$ cat src/rtl/tt_sweep_pkg.sv
// Shared types and sizing helpers for the truth-table sweeper.
package tt_sweep_pkg;

  typedef enum logic [1:0] {
    ST_IDLE   = 2'd0,
    ST_APPLY  = 2'd1,
    ST_SAMPLE = 2'd2,
    ST_FIN    = 2'd3
  } state_t;

  // Settle counter covers SETTLE values 0..15.
  localparam int unsigned SETTLE_W = 4;

  // One extra bit so a counter can hold the full table depth 2^n_in.
  function automatic int unsigned err_width(input int unsigned n_in);
    return n_in + 1;
  endfunction

endpackage

$ cat src/rtl/sweep_compare_lane.sv
// One checked channel: XOR compare against the golden bit plus a mismatch counter.
module sweep_compare_lane #(
  parameter int unsigned ERR_W = 5
) (
  input  logic             clk,
  input  logic             rst_n,
  input  logic             clear,
  input  logic             sample_en,
  input  logic             dut_bit,
  input  logic             exp_bit,
  output logic [ERR_W-1:0] err_cnt,
  output logic             mismatch_c
);

  assign mismatch_c = dut_bit ^ exp_bit;

  always_ff @(posedge clk or negedge rst_n) begin
    if (!rst_n) begin
      err_cnt <= '0;
    end else if (clear) begin
      err_cnt <= '0;
    end else if (sample_en && mismatch_c) begin
      err_cnt <= err_cnt + ERR_W'(1);
    end
  end

endmodule

$ cat src/rtl/truth_table_sweeper.sv
// Exhaustive input sweeper: drives vec 0..2^N_IN-1, checks N_CH channels
// against a captured golden truth table and reports counts and first failure.
module truth_table_sweeper
  import tt_sweep_pkg::*;
#(
  parameter int unsigned N_IN   = 4,
  parameter int unsigned N_CH   = 2,
  parameter int unsigned SETTLE = 1
) (
  input  logic                     clk,
  input  logic                     rst_n,
  input  logic                     start,
  input  logic                     abort,
  input  logic [(1<<N_IN)-1:0]     golden,
  input  logic [N_CH-1:0]          dut_out,
  output logic [N_IN-1:0]          vec,
  output logic                     busy,
  output logic                     done,
  output logic                     pass,
  output logic [N_CH*(N_IN+1)-1:0] err_cnt,
  output logic [N_IN-1:0]          first_fail_vec,
  output logic [N_CH-1:0]          first_fail_ch,
  output logic                     fail_seen
);

  localparam int unsigned DEPTH = 1 << N_IN;
  localparam int unsigned ERR_W = err_width(N_IN);
  localparam logic [SETTLE_W-1:0] SETTLE_LAST = SETTLE_W'((SETTLE == 0) ? 0 : SETTLE - 1);
  localparam logic [N_IN-1:0] VEC_LAST = N_IN'(DEPTH - 1);
  // With no settle time, each new vector is sampled on the very next edge.
  localparam state_t NEXT_VEC_ST = (SETTLE == 0) ? ST_SAMPLE : ST_APPLY;

  state_t              state;
  logic [DEPTH-1:0]    golden_q;
  logic [SETTLE_W-1:0] settle_cnt;
  logic [N_CH-1:0]     mismatch_c;
  logic                clear_c;
  logic                sample_en_c;
  logic                exp_bit_c;

  assign clear_c     = (state == ST_IDLE) && start && !abort;
  assign sample_en_c = (state == ST_SAMPLE) && !abort;
  assign exp_bit_c   = golden_q[vec];

  for (genvar c = 0; c < N_CH; c++) begin : g_lane
    sweep_compare_lane #(.ERR_W(ERR_W)) u_lane (
      .clk        (clk),
      .rst_n      (rst_n),
      .clear      (clear_c),
      .sample_en  (sample_en_c),
      .dut_bit    (dut_out[c]),
      .exp_bit    (exp_bit_c),
      .err_cnt    (err_cnt[c*ERR_W +: ERR_W]),
      .mismatch_c (mismatch_c[c])
    );
  end

  // Sweep control, vector/settle counters and first-failure capture.
  always_ff @(posedge clk or negedge rst_n) begin
    if (!rst_n) begin
      state          <= ST_IDLE;
      golden_q       <= '0;
      settle_cnt     <= '0;
      vec            <= '0;
      busy           <= 1'b0;
      done           <= 1'b0;
      pass           <= 1'b0;
      first_fail_vec <= '0;
      first_fail_ch  <= '0;
      fail_seen      <= 1'b0;
    end else if (abort && state != ST_IDLE) begin
      state      <= ST_IDLE;
      settle_cnt <= '0;
      busy       <= 1'b0;
      done       <= 1'b0;
    end else begin
      case (state)
        ST_IDLE: begin
          done <= 1'b0;
          if (start && !abort) begin
            golden_q       <= golden;
            vec            <= '0;
            settle_cnt     <= '0;
            busy           <= 1'b1;
            pass           <= 1'b0;
            first_fail_vec <= '0;
            first_fail_ch  <= '0;
            fail_seen      <= 1'b0;
            state          <= NEXT_VEC_ST;
          end
        end
        ST_APPLY: begin
          if (settle_cnt == SETTLE_LAST) begin
            settle_cnt <= '0;
            state      <= ST_SAMPLE;
          end else begin
            settle_cnt <= settle_cnt + SETTLE_W'(1);
          end
        end
        ST_SAMPLE: begin
          if (!fail_seen && (|mismatch_c)) begin
            first_fail_vec <= vec;
            first_fail_ch  <= mismatch_c;
            fail_seen      <= 1'b1;
          end
          if (vec == VEC_LAST) begin
            state <= ST_FIN;
          end else begin
            vec   <= vec + N_IN'(1);
            state <= NEXT_VEC_ST;
          end
        end
        ST_FIN: begin
          done  <= 1'b1;
          pass  <= ~|err_cnt;
          busy  <= 1'b0;
          state <= ST_IDLE;
        end
        default: state <= ST_IDLE;
      endcase
    end
  end

endmodule
$ cat config.mk
export PLATFORM = sky130hd
export DESIGN_NAME = truth_table_sweeper
export DESIGN_NICKNAME = d
export VERILOG_FILES = /design/src/rtl/tt_sweep_pkg.sv /design/src/rtl/sweep_compare_lane.sv /design/src/rtl/truth_table_sweeper.sv
export SDC_FILE = /design/constraint.sdc
export NUM_CORES = 1
export LEC_CHECK = 0
export BUFFER_PORTS_ARGS = -buffer_cell sky130_fd_sc_hd__buf_2
export CORE_ASPECT_RATIO = 0.9
export CORE_MARGIN = 2
export CORE_UTILIZATION = 56
export CTS_CLUSTER_DIAMETER = 150
export DETAILED_ROUTE_END_ITERATION = 10
export PLACE_DENSITY = 0.8
export REMOVE_ABC_BUFFERS = 1
export SYNTH_ARGS = -nofsm -noshare
export SYNTH_HDL_FRONTEND = slang
export SYNTH_SLANG_ARGS = --single-unit
$ cat constraint.sdc
create_clock -name clk -period 2.55 [get_ports clk]
set_input_delay 0.1275 -clock clk [delete_from_list [all_inputs] [get_ports clk]]
set_output_delay 0.1275 -clock clk [all_outputs]
set_load 0.05 [all_outputs]
# After elaboration in Yosys (flattened, before gate mapping)
# Cells that the tools add are included.
[classes] addsub=4 order_cmp=1 n_eq_ne=9 mux=31 bitwise_logic=3 n_reduce_logical=29
[ops] operator="one-hot mux 4 bit (2 select lines)" n=3
[ops] operator="2-to-1 mux 4 bit" n=5
[ops] operator="2-to-1 mux 5 bit" n=4
[ops] operator="2-to-1 mux 2 bit" n=6
[ops] operator="adder 5 x 1 -> 5 bit, second input constant" n=2
[ops] operator="nonzero test 2 bit" n=5
[ops] operator="OR reduction 10 bit" n=1
[ops] operator="adder 4 x 1 -> 4 bit, second input constant" n=2
[ops] operator="logical AND 1 bit" n=8
[ops] operator="one-hot mux 1 bit (2 select lines)" n=4
[ops] operator="one-hot mux 2 bit (4 select lines)" n=1
[ops] operator="AND reduction 4 bit" n=2
[ops] operator="2-to-1 mux 1 bit" n=6
[ops] operator="AND reduction 2 bit" n=3
[ops] operator="AND reduction 3 bit" n=2
[ops] operator="nonzero test 3 bit" n=2
[ops] operator="less-than comparator 4 x 5 -> 1 bit, second input constant" n=1
[ops] operator="binary-select mux 1 bit (select 4 bit)" n=1
[ops] operator="equality test 2 bit, second input constant" n=2
[ops] operator="equality test 4 bit, second input constant" n=1
[ops] operator="zero test 4 bit" n=1
[ops] operator="inequality test 2 x 1 -> 1 bit, second input constant" n=2
[ops] operator="one-hot mux 2 bit (2 select lines)" n=1
[ops] operator="zero test 1 bit" n=3
[ops] operator="other kinds (8)" n=9
[totals] reg_bits=46

# Longest topological paths before layout
[logic_depth] word_depth=7 depth_mapped=8 ltp_nobuf=7

# Cells and area by module
# Synthesis repeated with hierarchy kept, for this count alone.
[hier_totals] hier_cells=219 hier_area_um2=2376.0
[modules_own_cells] module="truth_table_sweeper" n_inst=1 cells_each=165 area_each_um2=1860.5 seq_area_each_um2=900.9
[modules_own_cells] module="sweep_compare_lane" n_inst=2 cells_each=27 area_each_um2=257.7 seq_area_each_um2=125.1

# Worst setup path after synthesis
# OpenSTA, ideal clock, no wires.
[synth_timing] path_type="reg2reg" startpoint="register vec[0]" endpoint="register g_lane[0].u_lane.err_cnt[0]" arrival_time_ns=2.527 setup_slack_ns=-0.056 stages_incl_launch_ff=8 cell_sequence="dfrtp_1 -> buf_6 -> mux4_2 -> mux2_4 -> a22oi_4 -> buf_6 -> mux2i_1 -> mux2i_1"
[synth_via] elab_chain_len=5
[synth_lines] item="start: declaration" line_no="truth_table_sweeper.sv:16" source="output logic [N_IN-1:0] vec,"
[synth_lines] item="start signal: assignment" line_no="truth_table_sweeper.sv:109" source="vec <= vec + N_IN'(1);"
[synth_lines] item="binary-select mux 1 bit (select 4 bit)" line_no="truth_table_sweeper.sv:43" source="assign exp_bit_c = golden_q[vec];"
[synth_lines] item="2-to-1 mux 1 bit (implied by the code)" line_no="truth_table_sweeper.sv:43"
[synth_lines] item="XOR 1 bit" line_no="sweep_compare_lane.sv:15" source="assign mismatch_c = dut_bit ^ exp_bit;"
[synth_lines] item="logical AND 1 bit" line_no="sweep_compare_lane.sv:22" source="end else if (sample_en && mismatch_c) begin"
[synth_lines] item="nonzero test 2 bit (no line)"
[synth_lines] item="end signal: assignment" line_no="sweep_compare_lane.sv:23" source="err_cnt <= err_cnt + ERR_W'(1);"
[synth_lines] item="end: declaration" line_no="sweep_compare_lane.sv:11" source="output logic [ERR_W-1:0] err_cnt,"
# No other way between the ends. The select of a mux whose other input is x is not followed.
# A chain may end at the register's enable or synchronous reset.

# Worst setup path after layout
[layout_timing] startpoint="register vec[0]" endpoint="register first_fail_vec[0]"
[layout_via] elab_chain_len=7 elab_cells_between_ends=10
[layout_lines] item="binary-select mux 1 bit (select 4 bit)" line_no="truth_table_sweeper.sv:43"
[layout_lines] item="2-to-1 mux 1 bit (implied by the code)" line_no="truth_table_sweeper.sv:43"
[layout_lines] item="XOR 1 bit" line_no="sweep_compare_lane.sv:15"
[layout_lines] item="OR reduction 2 bit" line_no="truth_table_sweeper.sv:101" source="if (!fail_seen && (|mismatch_c)) begin"
[layout_lines] item="logical AND 1 bit" line_no="truth_table_sweeper.sv:101"
[layout_lines] item="inequality test 2 x 1 -> 1 bit (no line)"
[layout_lines] item="AND reduction 4 bit (no line)"
[layout_lines] item="end signal: assignment" line_no="truth_table_sweeper.sv:102" source="first_fail_vec <= vec;"
[layout_lines] item="end: declaration" line_no="truth_table_sweeper.sv:21" source="output logic [N_IN-1:0] first_fail_vec,"
# Several ways; a longest one is shown, not always the timed one. The select of a mux whose other input is x is not followed.

==> flow_metrics.tcl <==
set metrics [dict create \
    status "complete, but fails checks" \
    drtPass1Iterations 4 \
    grt_pass1_vias 1914 \
    ant_nets 0 \
    cts_buffers 5 \
    gp_congestion 0.780 \
    timing.final.ws_setup_ns 0.122 \
    wl_per_cell_microns 15.1 \
    ys_warn_count 0 \
    clkSinkCount 46 \
    p_leak_nw 1.48 \
    root_buffer "clkbuf_8" \
    start_kind "flip-flop" \
    start_util 0.586 \
    fin_crit_ns 2.43 \
    wl_mm 5.42 \
    synth_cell_type_count 39 \
    cts_max_level 2 \
    drt-initial-drc-count 83 \
    ys_ff_latch 46 \
    wl_met2_mm 2.58 \
    drc_errors 0 \
    rsz0062_at_grt "no" \
    netlist.top_cell.by_area "dfrtp_1" \
    arrival_ns 2.65 \
    tightest_slew_ns 0.989 \
    cap_violations 0 \
    cp_slowest_cell "mux4_2" \
    antenna_found_initial 0 \
    ctsHoldBuffers 0 \
    synth-async-reset-ratio 1.00 \
    netlist_area_sq_mm 0.00262 \
    setup_viol 0 \
    fillers 358 \
    avgViaCountPerCell 5.51 \
    critPathMaxStageDelay_ns 0.56 \
    clk_latency_ns 0.30 \
    cp_data_required_time_ns 2.77 \
    synth_top_cell_area_share 0.440 \
    pwr_density_cell_mw_per_mm2 1050 \
    final_max_slew_viol_count 0 \
    route.met3.wl_microns 270 \
    crit_family "multiplexers" \
    wl_met1_mm 2.51 \
    cts_setup_buffers 0 \
    dp_hpwl_mm 3.87 \
    cp_cell_sequence "mux4_2 -> mux2_4 -> a221o_1 -> o221ai_4 -> mux2i_1" \
    dp_slack_ns 0.188 \
    violations "negative hold slack" \
    grt_max_degree 47 \
    cts.clk_slew.worst_paths_ns 0.09 \
    cp_max_fo 7 \
    core-area_sq_mm 0.00446 \
    drive_gt1_frac 0.283 \
    hold_violations 14 \
    core.rowCount 23 \
    cp.buffers_inverters 0 \
    io_buffer_count 45 \
    dieWidth_microns 76.0 \
    clock.fmax_mhz 412 \
    synth_edf_count 0 \
    final_common_cell "dfrtp_1" \
    cts_tree "yes" \
    hp-class "in -> async" \
    nNetsFinal 329 \
    die_area_sq_mm 0.00523 \
    grt_first_pass_wirelength_mm 9.12 \
    synthTopCellsByArea "dfrtp_1 44%, mux2i_1 9.2%, mux2_2 7.3%, ha_1 5.3%, nand2_1 4.4%" \
    mostFrequentLayoutCells "46 x dfrtp_1, 45 x buf_2, 31 x nand2_1" \
    die_h_microns 68.8 \
    yosys_most_used_dff "dfrtp_1" \
    cts.repair.resized 0 \
    grt-ovfl-total 0 \
    hold_slack_ns -0.0121 \
    synth-seq-area-share 0.440 \
    relSlewSlack 0.341 \
    peakVddDrop_uv 808 \
    areaGrowthSynthToFinish_pct 16.2 \
    crit_path_end_kind "flip-flop" \
    num_antenna_cells 0 \
    dr_total_vias 1977 \
    ios 46 \
    highest_layer "met4" \
    finish.utilization 0.681 \
    finalPower_w 0.00319 \
    avgSynthCellArea_sq_um 10.5 \
    worst-setup-path-type "reg -> reg" \
    cts_buffer_depth 2 \
    synth_cells 248 \
    skew_ns 0.00599 \
    grt.total_usage 0.225 \
    fin_crit_sh 0.952 \
]
==> worst reg2reg max path: stages (launching register included) <==
cell      delay [ns]
dfrtp_1         0.53
mux4_2          0.56
mux2_4          0.31
a221o_1         0.42
o221ai_4        0.29
mux2i_1         0.24
==> cells in the mapped netlist, drive strengths merged, types with 2 or more instances <==
cell     n
and3     2
mux2    18
o221ai   2
nor2    12
nand3   10
a31oi    2
nand2   31
dfrtp   46
buf      4
xor2     4
inv     13
nand2b  11
nor3     5
xnor2    3
nor2b    4
ha      11
mux4     3
clkbuf   8
nand4    5
mux2i   24
a32o     3
a21oi    7
o21ai    8
==> logic make-up after synthesis <==
| group | after synthesis | synth area share |
|---|---|---|
| AO/OA/AOI/OAI | 27 | 0.0799 |
| adder cells (fa/ha/maj) | 11 | 0.0526 |
| AND/OR/NAND/NOR | 87 | 0.163 |
| multiplexers | 45 | 0.198 |
| XOR/XNOR | 7 | 0.0234 |
| flip-flops | 46 | 0.440 |
| buffers and inverters | 25 | 0.0426 |
==> per-stage QoR <==
| stage | instances | TNS, ns | instance area (sq um) | hold slack (ns) |
|---|---|---|---|---|
| after floorplan | 236 | -1.37 | 2550 | -0.168 |
| after global placement | 351 | 0 | 2930 | 0.353 |
| after detailed placement | 351 | 0 | 2930 | 0.353 |
| after CTS | 359 | 0 | 3040 | 0.0282 |
| after global routing | 359 | 0 | 3040 | 0.0386 |
| final | 359 | 0 | 3040 | -0.0121 |
==> final cells by class <==
type                    instances  area [sq um]  share of cell area
repair buffers                 53           298              0.0980
multi-input cells             177          1350               0.445
inverters                      13          48.8              0.0161
clock inverters                 2          37.5              0.0124
flip-flops and latches         46          1150               0.379
clock buffers                   6          72.6              0.0239
well taps                      62          77.6              0.0255
==> power by group <==
part           internal (W)  switching [W]  leakage, nW
logic              0.000622       0.000875        0.828
clock network      0.000293       0.000245       0.0514
registers          0.000965       0.000188        0.596
total               0.00188        0.00131         1.48
==> path summary, 6_finish.rpt <==
| kind | startpoint | to | slack [ns] | cells after the start |
|---|---|---|---|---|
| max | vec[0]$_DFFE_PN0P_ | first_fail_vec[0]$_DFFE_PN0P_ | 0.12 | 5 |
| min | rst_n | g_lane[0].u_lane.err_cnt[4]$_DFFE_PN0P_ | -0.01 | 1 |
| min reg2reg | busy$_DFFE_PN0P_ | busy$_DFFE_PN0P_ | 0.50 | 1 |
| min in group clk | golden[3] | golden_q[3]$_DFFE_PN0P_ | 0.06 | 2 |
| max in group asynchronous | rst_n | state[1]$_DFFE_PN0P_ | 1.95 | 1 |
| max reg2reg | vec[0]$_DFFE_PN0P_ | first_fail_vec[0]$_DFFE_PN0P_ | 0.12 | 5 |
==> per-layer routing <==
| layer | vias up | global-route usage |
|---|---|---|
| li1 | 955 | - |
| met1 | 960 | 0.292 |
| met2 | 55 | 0.392 |
| met3 | 7 | 0.0391 |
| met4 | 0 | 0.0773 |
| met5 | - | 0 |
==> sequential cells by signal (all words and copies together), names as in the netlist, 2 cells and up <==
signal / cells
state: 2
golden_q: 16
vec: 4
g_lane.u_lane.err_cnt: 10
first_fail_ch: 2
settle_cnt: 4
first_fail_vec: 4
(Power assumes the default switching activity.)
